==> src/rtl/des_pkg.sv <==
// rtl/des_pkg.sv - command codes, state encodings and status bits shared by the DES sweep path
package des_pkg;

  typedef enum logic [1:0] {
    CMD_READ_REGION = 2'd0,
    CMD_START       = 2'd1,
    CMD_TEST_MODE   = 2'd2,
    CMD_RESTART     = 2'd3
  } cmd_code_e;

  typedef enum logic [1:0] {
    HS_IDLE,
    HS_REQ,
    HS_REL
  } hs_state_e;

  typedef enum logic [3:0] {
    SEQ_IDLE,
    SEQ_RGN,
    SEQ_START,
    SEQ_WAIT_DONE,
    SEQ_SETTLE,
    SEQ_STORE,
    SEQ_TOUT,
    SEQ_RST,
    SEQ_NEXT,
    SEQ_DONE
  } seq_state_e;

  localparam logic [1:0] STATUS_OK = 2'b00;
  localparam int STATUS_ABORT_BIT = 0;
  localparam int STATUS_TOUT_BIT  = 1;

  function automatic logic [31:0] cmd_word(input cmd_code_e code);
    return {30'd0, code};
  endfunction

endpackage

==> src/rtl/des_cmd_handshake.sv <==
// rtl/des_cmd_handshake.sv - 4-phase REQ/REL command master towards the DES wrapper
module des_cmd_handshake
  import des_pkg::*;
(
  input  logic        clk,
  input  logic        rst,
  input  logic        cmd_go,
  input  cmd_code_e   cmd_code,
  output logic        cmd_done,
  output logic [31:0] cmd,
  output logic        cmd_valid,
  input  logic        cmd_read
);

  hs_state_e state, state_next;
  cmd_code_e code_q;

  always_ff @(posedge clk or posedge rst) begin
    if (rst) begin
      state  <= HS_IDLE;
      code_q <= CMD_READ_REGION;
    end else begin
      state <= state_next;
      if (state == HS_IDLE && cmd_go)
        code_q <= cmd_code;
    end
  end

  // cmd_done fires as the wrapper releases cmd_read, so the caller advances on the same edge
  always_comb begin
    state_next = state;
    cmd_done   = 1'b0;
    case (state)
      HS_IDLE: if (cmd_go) state_next = HS_REQ;
      HS_REQ:  if (cmd_read) state_next = HS_REL;
      HS_REL: begin
        if (!cmd_read) begin
          state_next = HS_IDLE;
          cmd_done   = 1'b1;
        end
      end
      default: state_next = HS_IDLE;
    endcase
  end

  assign cmd_valid = (state == HS_REQ);
  assign cmd       = cmd_word(code_q);

endmodule

==> src/rtl/des_sweep_sequencer.sv <==
// rtl/des_sweep_sequencer.sv - sweeps a range of regions through the DES wrapper and queues results
module des_sweep_sequencer
  import des_pkg::*;
#(
  parameter int          REGION_W       = 16,
  parameter logic [31:0] TIMEOUT_CYCLES = 32'd1000000
) (
  input  logic                clk,
  input  logic                rst,
  input  logic                sweep_start,
  input  logic [REGION_W-1:0] region_first,
  input  logic [REGION_W-1:0] region_count,
  input  logic                abort,
  output logic                busy,
  output logic                sweep_done,
  output logic [1:0]          sweep_status,
  output logic [31:0]         cmd,
  output logic                cmd_valid,
  output logic [31:0]         region,
  input  logic                cmd_read,
  input  logic                des_done,
  input  logic [63:0]         des_counter,
  input  logic [63:0]         des_ciphertext,
  output logic                res_valid,
  input  logic                res_ready,
  output logic [REGION_W-1:0] res_region,
  output logic [63:0]         res_counter,
  output logic [63:0]         res_ciphertext,
  output logic                res_timeout
);

  localparam logic [REGION_W-1:0] REGION_ONE = {{(REGION_W-1){1'b0}}, 1'b1};

  seq_state_e          state, state_next;
  logic [REGION_W-1:0] cur, left;
  logic                abort_q;
  logic [31:0]         wd_count;
  logic                hs_go, hs_done;
  cmd_code_e           hs_code;
  logic                res_free, wd_expired;

  des_cmd_handshake u_hs (
    .clk       (clk),
    .rst       (rst),
    .cmd_go    (hs_go),
    .cmd_code  (hs_code),
    .cmd_done  (hs_done),
    .cmd       (cmd),
    .cmd_valid (cmd_valid),
    .cmd_read  (cmd_read)
  );

  assign res_free   = !res_valid || res_ready;
  assign wd_expired = (TIMEOUT_CYCLES != 32'd0) && (wd_count == TIMEOUT_CYCLES - 32'd1);
  assign busy       = (state != SEQ_IDLE);
  assign region     = 32'(cur);

  always_comb begin
    state_next = state;
    hs_go      = 1'b0;
    hs_code    = CMD_READ_REGION;
    case (state)
      SEQ_IDLE: if (sweep_start) state_next = (region_count == '0) ? SEQ_DONE : SEQ_RGN;
      SEQ_RGN: begin
        hs_go   = 1'b1;
        hs_code = CMD_READ_REGION;
        if (hs_done) state_next = SEQ_START;
      end
      SEQ_START: begin
        hs_go   = 1'b1;
        hs_code = CMD_START;
        if (hs_done) state_next = SEQ_WAIT_DONE;
      end
      SEQ_WAIT_DONE: begin
        if (des_done)        state_next = SEQ_SETTLE;
        else if (wd_expired) state_next = SEQ_TOUT;
        else if (abort_q)    state_next = SEQ_RST;
      end
      // the wrapper's counter register lags done by one cycle
      SEQ_SETTLE: state_next = SEQ_STORE;
      SEQ_STORE:  if (res_free) state_next = SEQ_RST;
      SEQ_TOUT:   if (res_free) state_next = SEQ_RST;
      SEQ_RST: begin
        hs_go   = 1'b1;
        hs_code = CMD_RESTART;
        if (hs_done) state_next = SEQ_NEXT;
      end
      SEQ_NEXT: state_next = (left == REGION_ONE || abort_q) ? SEQ_DONE : SEQ_RGN;
      SEQ_DONE: state_next = SEQ_IDLE;
      default:  state_next = SEQ_IDLE;
    endcase
  end

  always_ff @(posedge clk or posedge rst) begin
    if (rst) begin
      state          <= SEQ_IDLE;
      cur            <= '0;
      left           <= '0;
      abort_q        <= 1'b0;
      wd_count       <= 32'd0;
      sweep_done     <= 1'b0;
      sweep_status   <= STATUS_OK;
      res_valid      <= 1'b0;
      res_region     <= '0;
      res_counter    <= 64'd0;
      res_ciphertext <= 64'd0;
      res_timeout    <= 1'b0;
    end else begin
      state      <= state_next;
      sweep_done <= (state == SEQ_DONE);
      wd_count   <= (state == SEQ_WAIT_DONE) ? wd_count + 32'd1 : 32'd0;

      if (state == SEQ_IDLE && sweep_start) begin
        cur          <= region_first;
        left         <= region_count;
        sweep_status <= STATUS_OK;
      end
      if (state == SEQ_NEXT) begin
        cur  <= cur + REGION_ONE;
        left <= left - REGION_ONE;
      end

      if (state == SEQ_DONE) begin
        abort_q <= 1'b0;
      end else if (state != SEQ_IDLE && abort) begin
        abort_q                        <= 1'b1;
        sweep_status[STATUS_ABORT_BIT] <= 1'b1;
      end

      // a load in the same cycle as a consume wins, keeping res_valid high
      if (res_valid && res_ready)
        res_valid <= 1'b0;
      if (state == SEQ_STORE && res_free) begin
        res_region     <= cur;
        res_counter    <= des_counter;
        res_ciphertext <= des_ciphertext;
        res_timeout    <= 1'b0;
        res_valid      <= 1'b1;
      end
      if (state == SEQ_TOUT && res_free) begin
        res_region                    <= cur;
        res_timeout                   <= 1'b1;
        res_valid                     <= 1'b1;
        sweep_status[STATUS_TOUT_BIT] <= 1'b1;
      end
    end
  end

endmodule

==> config.mk <==
export PLATFORM = sky130hd
export DESIGN_NAME = des_sweep_sequencer
export DESIGN_NICKNAME = d
export VERILOG_FILES = /design/src/rtl/des_pkg.sv /design/src/rtl/des_cmd_handshake.sv /design/src/rtl/des_sweep_sequencer.sv
export SDC_FILE = /design/constraint.sdc
export NUM_CORES = 1
export LEC_CHECK = 0
export ABC_CLOCK_PERIOD_IN_PS = 6200
export CAP_MARGIN = 30
export CORE_MARGIN = 4
export CORE_UTILIZATION = 40
export DETAILED_ROUTE_END_ITERATION = 8
export PLACE_DENSITY_LB_ADDON = 0.15
export SLEW_MARGIN = 20
export SYNTH_ARGS = -nofsm -noshare
export SYNTH_HDL_FRONTEND = slang
export SYNTH_SLANG_ARGS = --single-unit
==> constraint.sdc <==
create_clock -name clk -period 6.2 [get_ports clk]
set_input_delay 0.62 -clock clk [delete_from_list [all_inputs] [get_ports clk]]
set_output_delay 0.62 -clock clk [all_outputs]
set_load 0.01 [all_outputs]
==> impl_metrics.toml <==
[critical_path]
cpMaxStageDelayCell = "dfrtp_1"
critPathLaunchType = "register"
cp-end-kind = "primary output"
cp_cell_sequence = "nor4_1, inv_1, clkdlybuf4s50_1"
cpLargestDelayFamily = "buffers and inverters"
worstPathMaxFanout = 17
cp.buffers_inverters = 2
rrSetupSlack_ns = 3.52
critPathRequiredTime_ns = 5.58
crit_type = "reg -> out"
cp.arrival_ns = 2.31
critPathMaxStageDelay_ns = 0.61

[logic_synthesis]
ys_top_cells_by_area = "dfrtp_1 56%, mux2_2 16%, buf_4 3.8%"
syn_area_per_cell_sq_um = 12.3
yosysSeqAreaShare = 0.559
yosysWarnings = 0
synth_xor_area_frac = 0.0247
synth_compound_area_frac = 0.0626
yosys.area_share.simple = 0.117
synthTopCellsByCount = "222 x dfrtp_1, 144 x mux2_2, 62 x nor2_1"
yosysUniqueCellTypes = 63
synth_edf_count = 0
synth.most_common_cell = "dfrtp_1"
synth_area_sq_um = 9940
synth_fa_ha_area_frac = 0.00604
synth_top_flop_cell = "dfrtp_1"
synth_top_area_share = 0.559
async_reset_ff_frac = 1.00
synth_top_area_cell = "dfrtp_1"
synth_top_family_by_area = "multiplexers"
ys_seq_elements = 222
synth_cells = 808
synth_mux_area_frac = 0.164

[finish]
register_area_sq_um = 5560
area_growth_pct = 44.4
stdcell_area_sq_um = 14400
drive_above_1_share = 0.185
n_fill_cell = 2044
nets = 1317
multi_input_area_sq_um = 3900
antennaDiodeCount = 0

[drt]
drt_pass1_iterations = 4
route.vias.total = 7362
dr.first_iter.drc_count = 402
drtAntennaViolNets = 0
routed_wl_mm = 27.6
drc = 0
via_per_inst = 4.94
wl_per_cell_um = 18.5

[sta]
fin_worst_skew_ns = 0.0126
tightest_slew_ns = 0.739
relSlewSlack = 0.506
period_share = 0.472
drv_slew = 0
clock.fmax_mhz = 342
final.setup.tns_ns = 0
rsz0062_at_grt = "no"
period_minus_slack_ns = 2.93
hold_viol = 0
setup_viol = 0

[power_and_ir_drop]
p_leak_nw = 5.80
p_int_mw = 4.95
net-switching-power_mw = 2.34
p_sw_frac = 0.321
seq_power_share = 0.349
pwr-share-clk = 0.219
pwr_density_cell_nw_per_um2 = 508
peakVddDrop_mv = 0.231
p_comb_frac = 0.432

[grt]
grt_max_degree = 116
grt_pass1_vias = 7186
antenna_found_initial = 0
grt_util_all_layers = 0.193
grt_first_pass_wirelength_mm = 43.0
grt_overflow = 0

[clock_network]
cts_tree = "built"
clkTransAtPathRegs_ns = 0.06
cts_setup_buffers = 0
cts-hold-fix-buffers = 0
ctsResizeCount = 0
root_buffer = "clkbuf_16"
numCtsBuffers = 26
clk_latency_ns = 0.52
cts_sinks = 222
cts_max_path_buffers = 3
htreeDepth = 1

[floorplan]
rows = 57
core_region_area_sq_um = 24400
die_h_um = 166
die_area_sq_um = 27400
die_x_um = 166
initial_core_util = 0.408
ios = 382

[place]
gp_congestion = 0.790
hpwl_mm = 20.5
port_buffers = 335
postPlaceCellArea_sq_um = 13400

[run_status]
status = "finished clean"

[worst_hold_path]
holdCritPathClass = "reg -> reg"

[run]
drv_cap = 0
per-stage QoR:
stage               std cells  power (mW)  setup WS, ns  utilization  hold WS, ns
finish                   1489        7.30          3.27        0.588        0.488
detailed placement       1442        5.77          3.22        0.551        0.476
CTS                      1489        7.40          3.24        0.588        0.491
global route             1489        7.72          3.11        0.588        0.511
floorplan                 853        4.18          2.68            -        0.448
global placement         1439        5.69          3.05        0.547        0.467
registers in the layout, summed over array words and instances, names as in the netlist:
name	cells
sweep_done	1
wd_count	32
u_hs.state	2
res_ciphertext	64
state	4
res_timeout	1
res_region	16
abort_q	1
cur	16
sweep_status	2
res_valid	1
left	16
u_hs.code_q	2
res_counter	64
layout make-up:
cell class,count,area share
Tap cell,324,0.0282
Timing Repair Buffer,346,0.244
Multi-Input combinational cell,535,0.272
Sequential cell,222,0.387
Clock buffer,36,0.0542
Clock inverter,11,0.0100
Inverter,15,0.00418
power by group through the flow:
| stage | Clock [mW] | Combinational [mW] | Sequential [mW] |
|---|---|---|---|
| 2_1_floorplan | 0 | 1.44 | 2.74 |
| 3_3_place_gp | 0 | 3.14 | 2.55 |
| 3_5_place_dp | 0 | 3.20 | 2.57 |
| 4_1_cts | 1.64 | 3.21 | 2.55 |
| 5_1_grt | 1.71 | 3.37 | 2.64 |
| 6_report | 1.60 | 3.15 | 2.55 |
path summary, 6_finish.rpt:
path / start / to / cells after the start
setup / recovery: state[1] / busy / 3
hold / removal: sweep_status[0] / sweep_status[0] / 2
setup reg to reg: state[2] / res_counter[18] / 7
hold reg to reg: sweep_status[0] / sweep_status[0] / 2
max in group asynchronous: rst / res_counter[27] / 4
min in group asynchronous: rst / res_valid / 2
cell usage in the layout, fill, tap and decap left out, types with 4 or more instances in the layout:
cell	instances
and3_1	8
nand3_1	33
a311oi_1	5
o21a_1	6
clkdlybuf4s50_1	335
a211oi_1	10
a21oi_1	19
buf_4	7
nor2_1	62
clkbuf_8	9
nand2_1	37
and4_1	5
xnor2_1	10
o211ai_1	6
xor2_1	18
nand4_1	16
mux2_2	144
clkinv_2	6
o22ai_1	4
conb_1	46
nor3_1	16
or3_1	7
clkbuf_16	26
o311ai_0	4
nor4_1	11
inv_1	14
o21ai_0	17
ha_1	4
dfrtp_1	222
kinds of logic after synthesis:
kind of cell | after synthesis
buffers and inverters | 96
muxes | 145
xor gates and xnor gates | 28
other | 1
and+or+nand+nor | 221
adders and majority gates | 5
AOI/OAI and AO/OA | 90
DFF | 222
per-layer routing:
layer | GRT usage | up-vias | wire length (um)
met5 | 0 | - | 0
met4 | 0.0373 | 0 | 407
met3 | 0.0362 | 27 | 1360
met2 | 0.335 | 229 | 14100
met1 | 0.255 | 3611 | 11800
li1 | - | 3495 | -
worst register-to-register path, cell delays in order (launching register included):
cell and delay, ns:
dfrtp_1 0.67, nand2b_1 0.20, a21oi_2 0.22, inv_1 0.12, nor3b_4 0.23, buf_4 0.40
buf_16 0.32, mux2_2 0.41
No activity file was read; power rests on OpenSTA's default activity.
